==> config.mk <==
export PLATFORM = sky130hd
export DESIGN_NAME = operand_stage_flat
export DESIGN_NICKNAME = d
export VERILOG_FILES = /design/src/rtl/operand_stage_if.sv /design/src/rtl/operand_stage.sv /design/src/flat_wrapper.sv
export SDC_FILE = /design/constraint.sdc
export NUM_CORES = 1
export LEC_CHECK = 0
export ABC_AREA = 1
export CELL_PAD_IN_SITES_DETAIL_PLACEMENT = 1
export CELL_PAD_IN_SITES_GLOBAL_PLACEMENT = 1
export CORE_AREA = 2 2 175 177
export DETAILED_ROUTE_END_ITERATION = 10
export DIE_AREA = 0 0 177 179
export GPL_TIMING_DRIVEN = 0
export HOLD_SLACK_MARGIN = 0.02
export PLACE_DENSITY = 0.82
export SLEW_MARGIN = 10
export SYNTH_ARGS = -nofsm -noshare
export SYNTH_HDL_FRONTEND = slang
export SYNTH_SLANG_ARGS = --single-unit
==> constraint.sdc <==
create_clock -name clk -period 3.05 [get_ports clk]
set_input_delay 0.61 -clock clk [delete_from_list [all_inputs] [get_ports clk]]
set_output_delay 0.61 -clock clk [all_outputs]
set_load 0.05 [all_outputs]
==> src/rtl/operand_stage_if.sv <==
// Decode-to-EX operand bundle: upstream handshake, forwarding sources, registered operands.
// master = decode/EX side, slave = operand_stage.
interface operand_stage_if #(
  parameter int XLEN    = 32,
  parameter int NUM_FWD = 2,
  parameter int CNT_W   = 16
);
  logic                    in_valid;
  logic                    in_ready;
  logic [XLEN-1:0]         pc;
  logic [4:0]              rs1_addr;
  logic [4:0]              rs2_addr;
  logic [XLEN-1:0]         reg_data1;
  logic [XLEN-1:0]         reg_data2;
  logic [XLEN-1:0]         imm;
  logic [1:0]              aluop1_type;
  logic [1:0]              aluop2_type;
  logic                    rs2_used;
  logic [NUM_FWD-1:0]      fwd_valid;
  logic [NUM_FWD-1:0]      fwd_pending;
  logic [NUM_FWD*5-1:0]    fwd_rd;
  logic [NUM_FWD*XLEN-1:0] fwd_data;
  logic                    flush;
  logic                    out_valid;
  logic                    out_ready;
  logic [XLEN-1:0]         data1;
  logic [XLEN-1:0]         data2;
  logic [XLEN-1:0]         store_data;
  logic [CNT_W-1:0]        stall_count;

  modport master (
    output in_valid, pc, rs1_addr, rs2_addr, reg_data1, reg_data2, imm,
           aluop1_type, aluop2_type, rs2_used, fwd_valid, fwd_pending,
           fwd_rd, fwd_data, flush, out_ready,
    input  in_ready, out_valid, data1, data2, store_data, stall_count
  );

  modport slave (
    input  in_valid, pc, rs1_addr, rs2_addr, reg_data1, reg_data2, imm,
           aluop1_type, aluop2_type, rs2_used, fwd_valid, fwd_pending,
           fwd_rd, fwd_data, flush, out_ready,
    output in_ready, out_valid, data1, data2, store_data, stall_count
  );
endinterface

==> src/rtl/operand_stage.sv <==
// ALU operand select with priority forwarding and load-use stall into a 1-cycle ID/EX register.
// Backpressure: holds the entry while out_ready=0 and drops in_ready; flush kills the entry.
module operand_stage #(
  parameter int XLEN    = 32,
  parameter int NUM_FWD = 2,
  parameter int CNT_W   = 16
) (
  input logic           clk,
  input logic           rst_n,
  operand_stage_if.slave bus
);

  localparam logic [1:0] OP_REG = 2'd0;
  localparam logic [1:0] OP_IMM = 2'd1;
  localparam logic [1:0] OP_PC  = 2'd2;

  // Youngest matching source wins; x0 is hardwired to zero.
  function automatic logic [XLEN-1:0] fwd_value(
    input logic [4:0]              r,
    input logic [XLEN-1:0]         rf,
    input logic [NUM_FWD-1:0]      fv,
    input logic [NUM_FWD*5-1:0]    fr,
    input logic [NUM_FWD*XLEN-1:0] fd
  );
    logic [XLEN-1:0] v;
    logic            hit;
    v   = rf;
    hit = 1'b0;
    if (r == 5'd0) begin
      v = '0;
    end else begin
      for (int i = 0; i < NUM_FWD; i++) begin
        if (!hit && fv[i] && (fr[5*i +: 5] == r)) begin
          v   = fd[XLEN*i +: XLEN];
          hit = 1'b1;
        end
      end
    end
    return v;
  endfunction

  // Any matching in-flight load blocks the read, regardless of older matches.
  function automatic logic fwd_pend(
    input logic [4:0]           r,
    input logic [NUM_FWD-1:0]   fv,
    input logic [NUM_FWD-1:0]   fp,
    input logic [NUM_FWD*5-1:0] fr
  );
    logic p;
    p = 1'b0;
    for (int i = 0; i < NUM_FWD; i++) begin
      if ((r != 5'd0) && fv[i] && fp[i] && (fr[5*i +: 5] == r)) p = 1'b1;
    end
    return p;
  endfunction

  function automatic logic [XLEN-1:0] op_mux(
    input logic [1:0]      t,
    input logic [XLEN-1:0] rv,
    input logic [XLEN-1:0] iv,
    input logic [XLEN-1:0] pv
  );
    logic [XLEN-1:0] v;
    case (t)
      OP_REG:  v = rv;
      OP_IMM:  v = iv;
      OP_PC:   v = pv;
      default: v = '0;
    endcase
    return v;
  endfunction

  logic [XLEN-1:0]  rs1_val, rs2_val;
  logic             rs1_pend, rs2_pend;
  logic             hazard, accept;
  logic             out_valid_q;
  logic [XLEN-1:0]  data1_q, data2_q, store_q;
  logic [CNT_W-1:0] stall_q;

  always_comb begin
    rs1_val  = fwd_value(bus.rs1_addr, bus.reg_data1, bus.fwd_valid, bus.fwd_rd, bus.fwd_data);
    rs2_val  = fwd_value(bus.rs2_addr, bus.reg_data2, bus.fwd_valid, bus.fwd_rd, bus.fwd_data);
    rs1_pend = fwd_pend(bus.rs1_addr, bus.fwd_valid, bus.fwd_pending, bus.fwd_rd);
    rs2_pend = fwd_pend(bus.rs2_addr, bus.fwd_valid, bus.fwd_pending, bus.fwd_rd);
    hazard   = bus.in_valid &&
               ((rs1_pend && (bus.aluop1_type == OP_REG)) ||
                (rs2_pend && ((bus.aluop2_type == OP_REG) || bus.rs2_used)));
  end

  assign bus.in_ready = !bus.flush && !hazard && (!out_valid_q || bus.out_ready);
  assign accept       = bus.in_valid && bus.in_ready;

  always_ff @(posedge clk or negedge rst_n) begin
    if (!rst_n) begin
      out_valid_q <= 1'b0;
      data1_q     <= '0;
      data2_q     <= '0;
      store_q     <= '0;
      stall_q     <= '0;
    end else begin
      if (bus.flush) begin
        out_valid_q <= 1'b0;
      end else if (accept) begin
        out_valid_q <= 1'b1;
        data1_q     <= op_mux(bus.aluop1_type, rs1_val, bus.imm, bus.pc);
        data2_q     <= op_mux(bus.aluop2_type, rs2_val, bus.imm, bus.pc);
        store_q     <= rs2_val;
      end else if (out_valid_q && bus.out_ready) begin
        out_valid_q <= 1'b0;
      end
      if (hazard && !bus.flush && (stall_q != {CNT_W{1'b1}})) begin
        stall_q <= stall_q + CNT_W'(1);
      end
    end
  end

  assign bus.out_valid   = out_valid_q;
  assign bus.data1       = data1_q;
  assign bus.data2       = data2_q;
  assign bus.store_data  = store_q;
  assign bus.stall_count = stall_q;

endmodule

==> src/flat_wrapper.sv <==
// flat-port wrapper written by rule: the top's interface ports become plain ports
module operand_stage_flat 
#(
  parameter int XLEN    = 32,
  parameter int NUM_FWD = 2,
  parameter int CNT_W   = 16
)
  (clk, rst_n, bus_in_valid, bus_pc, bus_rs1_addr, bus_rs2_addr, bus_reg_data1, bus_reg_data2, bus_imm, bus_aluop1_type, bus_aluop2_type, bus_rs2_used, bus_fwd_valid, bus_fwd_pending, bus_fwd_rd, bus_fwd_data, bus_flush, bus_out_ready, bus_in_ready, bus_out_valid, bus_data1, bus_data2, bus_store_data, bus_stall_count);
  operand_stage_if #(.XLEN(XLEN), .NUM_FWD(NUM_FWD), .CNT_W(CNT_W)) bus_i ();
  input logic clk;
  input logic rst_n;
  input wire logic [$bits(bus_i.in_valid)-1:0] bus_in_valid;
  input wire logic [$bits(bus_i.pc)-1:0] bus_pc;
  input wire logic [$bits(bus_i.rs1_addr)-1:0] bus_rs1_addr;
  input wire logic [$bits(bus_i.rs2_addr)-1:0] bus_rs2_addr;
  input wire logic [$bits(bus_i.reg_data1)-1:0] bus_reg_data1;
  input wire logic [$bits(bus_i.reg_data2)-1:0] bus_reg_data2;
  input wire logic [$bits(bus_i.imm)-1:0] bus_imm;
  input wire logic [$bits(bus_i.aluop1_type)-1:0] bus_aluop1_type;
  input wire logic [$bits(bus_i.aluop2_type)-1:0] bus_aluop2_type;
  input wire logic [$bits(bus_i.rs2_used)-1:0] bus_rs2_used;
  input wire logic [$bits(bus_i.fwd_valid)-1:0] bus_fwd_valid;
  input wire logic [$bits(bus_i.fwd_pending)-1:0] bus_fwd_pending;
  input wire logic [$bits(bus_i.fwd_rd)-1:0] bus_fwd_rd;
  input wire logic [$bits(bus_i.fwd_data)-1:0] bus_fwd_data;
  input wire logic [$bits(bus_i.flush)-1:0] bus_flush;
  input wire logic [$bits(bus_i.out_ready)-1:0] bus_out_ready;
  output wire logic [$bits(bus_i.in_ready)-1:0] bus_in_ready;
  output wire logic [$bits(bus_i.out_valid)-1:0] bus_out_valid;
  output wire logic [$bits(bus_i.data1)-1:0] bus_data1;
  output wire logic [$bits(bus_i.data2)-1:0] bus_data2;
  output wire logic [$bits(bus_i.store_data)-1:0] bus_store_data;
  output wire logic [$bits(bus_i.stall_count)-1:0] bus_stall_count;
  assign bus_i.in_valid = bus_in_valid;
  assign bus_i.pc = bus_pc;
  assign bus_i.rs1_addr = bus_rs1_addr;
  assign bus_i.rs2_addr = bus_rs2_addr;
  assign bus_i.reg_data1 = bus_reg_data1;
  assign bus_i.reg_data2 = bus_reg_data2;
  assign bus_i.imm = bus_imm;
  assign bus_i.aluop1_type = bus_aluop1_type;
  assign bus_i.aluop2_type = bus_aluop2_type;
  assign bus_i.rs2_used = bus_rs2_used;
  assign bus_i.fwd_valid = bus_fwd_valid;
  assign bus_i.fwd_pending = bus_fwd_pending;
  assign bus_i.fwd_rd = bus_fwd_rd;
  assign bus_i.fwd_data = bus_fwd_data;
  assign bus_i.flush = bus_flush;
  assign bus_i.out_ready = bus_out_ready;
  assign bus_in_ready = bus_i.in_ready;
  assign bus_out_valid = bus_i.out_valid;
  assign bus_data1 = bus_i.data1;
  assign bus_data2 = bus_i.data2;
  assign bus_store_data = bus_i.store_data;
  assign bus_stall_count = bus_i.stall_count;
  operand_stage #(.XLEN(XLEN), .NUM_FWD(NUM_FWD), .CNT_W(CNT_W)) u_core (.clk(clk), .rst_n(rst_n), .bus(bus_i));
endmodule
== After elaboration in Yosys (flattened, before gate mapping) ==
Index checks and enable logic that the tools add are counted.

* $add $sub $neg: 1
* Eq/ne operators: 9
* Muxes and demuxes: 19
* Bitwise operators: 1
* Reductions and logical operators: 43

{| class="wikitable"
|+ Operators by type and width
! cell !! number
|-
| $mux 32 || 6
|-
| $pmux 32 s3 || 2
|-
| $logic_and 1x1->1 || 27
|-
| $eq 5x5->1 || 4
|-
| $add 16x1->16 const B || 1
|-
| $ne 16x16->1 const B || 1
|-
| $mux 1 || 11
|-
| $logic_not 5->1 || 2
|-
| $reduce_bool 5->1 || 2
|-
| $logic_not 1->1 || 5
|-
| $eq 2x1->1 const B || 2
|-
| $eq 2x2->1 const B || 2
|-
| $logic_not 2->1 || 2
|-
| $logic_or 1x1->1 || 3
|-
| $reduce_bool 3->1 || 1
|-
| $reduce_and 2->1 || 1
|-
| $not 1->1 || 1
|}

* Flip-flop bits (word level): 113
* Output and inout port bits: 114

== Depth between registers and ports, before layout ==
* Depth after elaboration: 15
* Mapped depth: 15
* Depth with buffers taken out: 13

== Worst setup path after synthesis ==
No wires, ideal clock.

* Path type: input port to output port
* Start: in bus_rs2_addr[0]
* End: out bus_in_ready
* Arrival time: 2.369 ns
* Data required time: 2.440 ns
* Path slack: 0.071 ns
* Stages on the path: 7
* Path buffers: 0
* Cell sequence: nor3_2 -> nand3_2 -> o21ai_0 -> inv_1 -> nand2_1 -> nand2_1 -> a21boi_0

* Longest elaborated chain between the ends: 12
* Elaborated cells between the ends (all ways): 17
* Classes of those cells: eq/ne (2); mux (2); reduce/logical (13)

{| class="wikitable"
|+ RTL lines
! item !! line !! RTL
|-
| start, declared || flat_wrapper.sv:15 || <nowiki>input wire logic [$bits(bus_i.rs2_addr)-1:0] bus_rs2_addr;</nowiki>
|-
| $reduce_bool 5->1 || operand_stage.sv:52 || <nowiki>if ((r != 5'd0) && fv[i] && fp[i] && (fr[5*i +: 5] == r)) p = 1'b1;</nowiki>
|-
| $logic_and 1x1->1 (3 in a row) || operand_stage.sv:52 ||
|-
| $mux 1 || operand_stage.sv:52 ||
|-
| $mux 1 * || operand_stage.sv:52 ||
|-
| $logic_and 1x1->1 * || operand_stage.sv:87 || <nowiki>(rs2_pend && ((bus.aluop2_type == OP_REG) || bus.rs2_used)));</nowiki>
|-
| $logic_or 1x1->1 * || operand_stage.sv:86 || <nowiki>((rs1_pend && (bus.aluop1_type == OP_REG)) ||</nowiki>
|-
| $logic_and 1x1->1 * || operand_stage.sv:85 || <nowiki>hazard = bus.in_valid &&</nowiki>
|-
| $logic_not 1->1 * || operand_stage.sv:90 || <nowiki>assign bus.in_ready = !bus.flush && !hazard && (!out_valid_q || bus.out_ready);</nowiki>
|-
| $logic_and 1x1->1 * (2 in a row) || operand_stage.sv:90 ||
|-
| end, declared || flat_wrapper.sv:28 || <nowiki>output wire logic [$bits(bus_i.in_ready)-1:0] bus_in_ready;</nowiki>
|}

Every way passes the cells marked *; elsewhere a longest branch is shown, timed or not.

== Final worst setup path ==
* Start: in bus_rs1_addr[2]
* End: out bus_in_ready

* Longest elaborated chain between the ends: 12
* Elaborated cells between the ends (all ways): 17
* Classes of those cells: eq/ne (2); mux (2); reduce/logical (13)

{| class="wikitable"
|+ RTL lines
! item !! line !! RTL
|-
| start, declared || flat_wrapper.sv:14 || <nowiki>input wire logic [$bits(bus_i.rs1_addr)-1:0] bus_rs1_addr;</nowiki>
|-
| $reduce_bool 5->1 || operand_stage.sv:52 ||
|-
| $logic_and 1x1->1 (3 in a row) || operand_stage.sv:52 ||
|-
| $mux 1 || operand_stage.sv:52 ||
|-
| $mux 1 * || operand_stage.sv:52 ||
|-
| $logic_and 1x1->1 * || operand_stage.sv:86 ||
|-
| $logic_or 1x1->1 * || operand_stage.sv:86 ||
|-
| $logic_and 1x1->1 * || operand_stage.sv:85 ||
|-
| $logic_not 1->1 * || operand_stage.sv:90 ||
|-
| $logic_and 1x1->1 * (2 in a row) || operand_stage.sv:90 ||
|}

Marked as above.

==> run_results.csv <==
group,metric,value,unit
floorplan,die_y,179,um
synthesis,syn_avg_cell_area,5.91,um2
setup_path,cpPeakStageDelay,490,ps
setup_path,rrSetupSlack,1040,ps
floorplan,io_pins,340,
synthesis,synth_top_cells_by_area,"dfrtp_1 32%, nand2_1 26%, inv_1 13%",
pwr,p_leak,7.16,nW
global_route,grt_pass1_vias,11900,
setup_path,path_class,"input pin to output port",
timing,hold_viol,0,
clock_network,tritoncts,"done",
final_layout,layout_commonest_cell,"nand2_1",
final_layout,stdcell_area,13300,um2
setup_path,arrival,2350,ps
setup_path,critPathMaxFanout,6,
final_layout,final_cell_mix,"614 x nand2_1, 336 x clkdlybuf4s50_1, 292 x inv_1",
clock_network,numCtsBuffers,17,
clock_network,htreeDepth,4,
setup_path,endpoint_kind,"output port",
routing,vias,11200,
placement,postPlaceCellArea,12700,um2
timing,post-route-period-util,96.9,%
synthesis,ys_ff_latch,113,
final_layout,fillers,3937,
pwr,p_per_area,493,nW/um2
timing,maxSlewHeadroom,40.4,%
global_route,antenna_found_initial,3,
placement,io_buffers,338,
floorplan,core_area,30000,um2
setup_path,r2r-start,"u_core.bus.stall_count[11]$_DFFE_PN0P_",
routing,drc_errors,0,
routing,ant_nets,0,
timing,rsz0062_at_grt,"no",
global_route,grt_pass1_wl,68.0,mm
floorplan,die-area,31700,um2
final_layout,syn_to_final_growth,52.0,%
timing,layout_min_cycle_time,2960,ps
timing,setup_violations,0,
clock_network,clk_latency,420,ps
floorplan,die_w,177,um
synthesis,synth.top_cell.area_share,32.2,%
placement,gp_congestion,0.887,
setup_path,cpLargestDelayFamily,"buffers and inverters",
timing,worst_clock_skew,6.68,ps
setup_path,cp-start-kind,"input pin",
global_route,grt_overflow,0,
routing,finalWirelength,45.5,mm
clock_network,clock_sinks,113,
setup_path,rr_endpoint,"u_core.bus.stall_count[11]$_DFFE_PN0P_",
routing,firstDrtPassIters,5,
final_layout,final_nets,2073,
clock_network,clkSlewWorstSetupHoldPaths,60,ps
floorplan,rows,64,
final_layout,layout.cells.non_filler,2257,
synthesis,synth_warnings,0,
global_route,grt_max_degree,64,
clock_network,cts_root_buf,"clkbuf_16",
floorplan,start_util,29.2,%
setup_path,cp_slowest_cell,"clkdlybuf4s50_1",
placement,hpwl,35.5,mm
setup_path,crit_required,2440,ps
routing,vias_per_cell,4.97,
placement,placed_cells,2220,
synthesis,synth_fp_nets,1712,
setup_path,crit_chain,"clkdlybuf4s50_1 > nor3_1 > nand3_1 > nand3_1 > inv_2 > nand2_2 > nand2_1 > a21boi_2 > buf_6",
routing,wire_per_inst,20.2,um
routing,drt_iter0_drc,633,
run_status,status,"finished, final reports clean",
synthesis,yosysSeqAreaShare,32.2,%
synthesis,synth_cells,1485,
synthesis,syn_area,8770,um2
synthesis,synth_cell_types,30,
final_layout,drive_above_1_share,5.33,%
clock_network,ctsHoldBuffers,0,
setup_path,worst_r2r_path_depth,8,
synthesis,yosysTopAreaCell,"dfrtp_1",
timing,tightestPinTransition,894,ps
run,drv_cap,0,
min_path,hold_class,"input pin to asynchronous set/reset pin",
timing,timing.fmax,338,MHz
setup_path,critPathMostFrequentCell,"nand3_1",
pwr,ir_worst_vdd,0.334,mV
timing,slew_violations,0,
global_route,grt.total_usage,28.6,%
setup_path,cp_num_buf_inv,3,
clock_network,clk_path_buf_depth,2,
[worst max-delay path by stage]
| stage | to | slack (ps) | startpoint | depth (start not counted) |
|---|---|---|---|---|
| 3_3_place_gp | u_core.bus.data1[21]$_DFFE_PN0P_ | -3540 | rst_n | 1 |
| 6_report | bus_in_ready | 90 | bus_rs1_addr[2] | 9 |
| 2_1_floorplan | bus_in_ready | 70 | bus_rs2_addr[0] | 7 |
| 5_1_grt | bus_in_ready | 20 | bus_rs2_addr[1] | 12 |
| 4_1_cts | bus_in_ready | 30 | bus_rs2_addr[1] | 12 |
| 3_5_place_dp | bus_in_ready | -800 | bus_rs2_addr[0] | 9 |
[area by class of cell]
cell class                      instances  area (um2)  share of cell area, %
Antenna cell                            3        7.51                 0.0563
Buffer                                 85         380                   2.85
Sequential cell                       113        2830                   21.2
Tap cell                              396         495                   3.71
Multi-Input combinational cell        992        4480                   33.6
Timing Repair Buffer                  342        3440                   25.8
Inverter                              295        1110                   8.30
Clock buffer                           21         470                   3.53
Clock inverter                         10         134                   1.00
[sequential cells by signal, indices dropped and copies added, names as in the netlist]
signal and cells:
u_core.bus.store_data 32, u_core.bus.data1 32, u_core.bus.stall_count 16, u_core.bus.out_valid 1, u_core.bus.data2 32
[what timing repair did]
action                                  CTS  global route
pin swaps                                 4             0
resized for setup                        12             3
endpoints found under the setup margin    1             1
buffers inserted                          3             0
[metal layers]
| layer | track usage (%) | wire length [um] |
|---|---|---|
| met1 | 34.9 | 19200 |
| met2 | 48.7 | 21800 |
| met3 | 5.68 | 2690 |
| met4 | 12.8 | 1860 |
| met5 | 0 | 0 |
[per-stage QoR]
stage / hold slack [ps] / setup slack [ps] / setup TNS, ps / utilization, % / power, W
final: 142 / 93.9 / 0 / 44.4 / 0.00658
after global routing: 168 / 16.4 / 0 / 44.4 / 0.00683
after CTS: 154 / 27.6 / 0 / 44.4 / 0.00660
after detailed placement: 468 / -804 / -12920 / 42.2 / 0.00440
after global placement: 464 / -3540 / -406910 / 42.1 / 0.00436
after floorplan: 314 / 71.4 / 0 / - / 0.00327
[logic make-up after synthesis]
| group | share of synthesized area, % |
|---|---|
| simple gates | 41.6 |
| compound gates | 7.16 |
| fa+ha+maj | 0.143 |
| xor+xnor | 1.90 |
| flops | 32.2 |
| buf+inv | 17.0 |
[where the power goes]
group | switching, W | leakage (nW) | total (W) | internal (W)
Sequential | 0.000149 | 1.46 | 0.00187 | 0.00172
Combinational | 0.00164 | 5.41 | 0.00254 | 0.000900
Clock | 0.000832 | 0.295 | 0.00218 | 0.00134
Total | 0.00262 | 7.16 | 0.00658 | 0.00396
[synthesized netlist by cell type, drive strengths merged]
cell,number
a21oi,2
or2,1
inv,295
and2,1
buf,55
ha,1
xor2,11
nand2,616
dfrtp,113
nor3b,1
or3,1
nor2,22
nand3,142
clkbuf,30
a21boi,1
nand4,68
nor3,10
o22ai,64
xnor2,8
o21ai,42
nor4,1
Power figures use the tool's default switching activity.
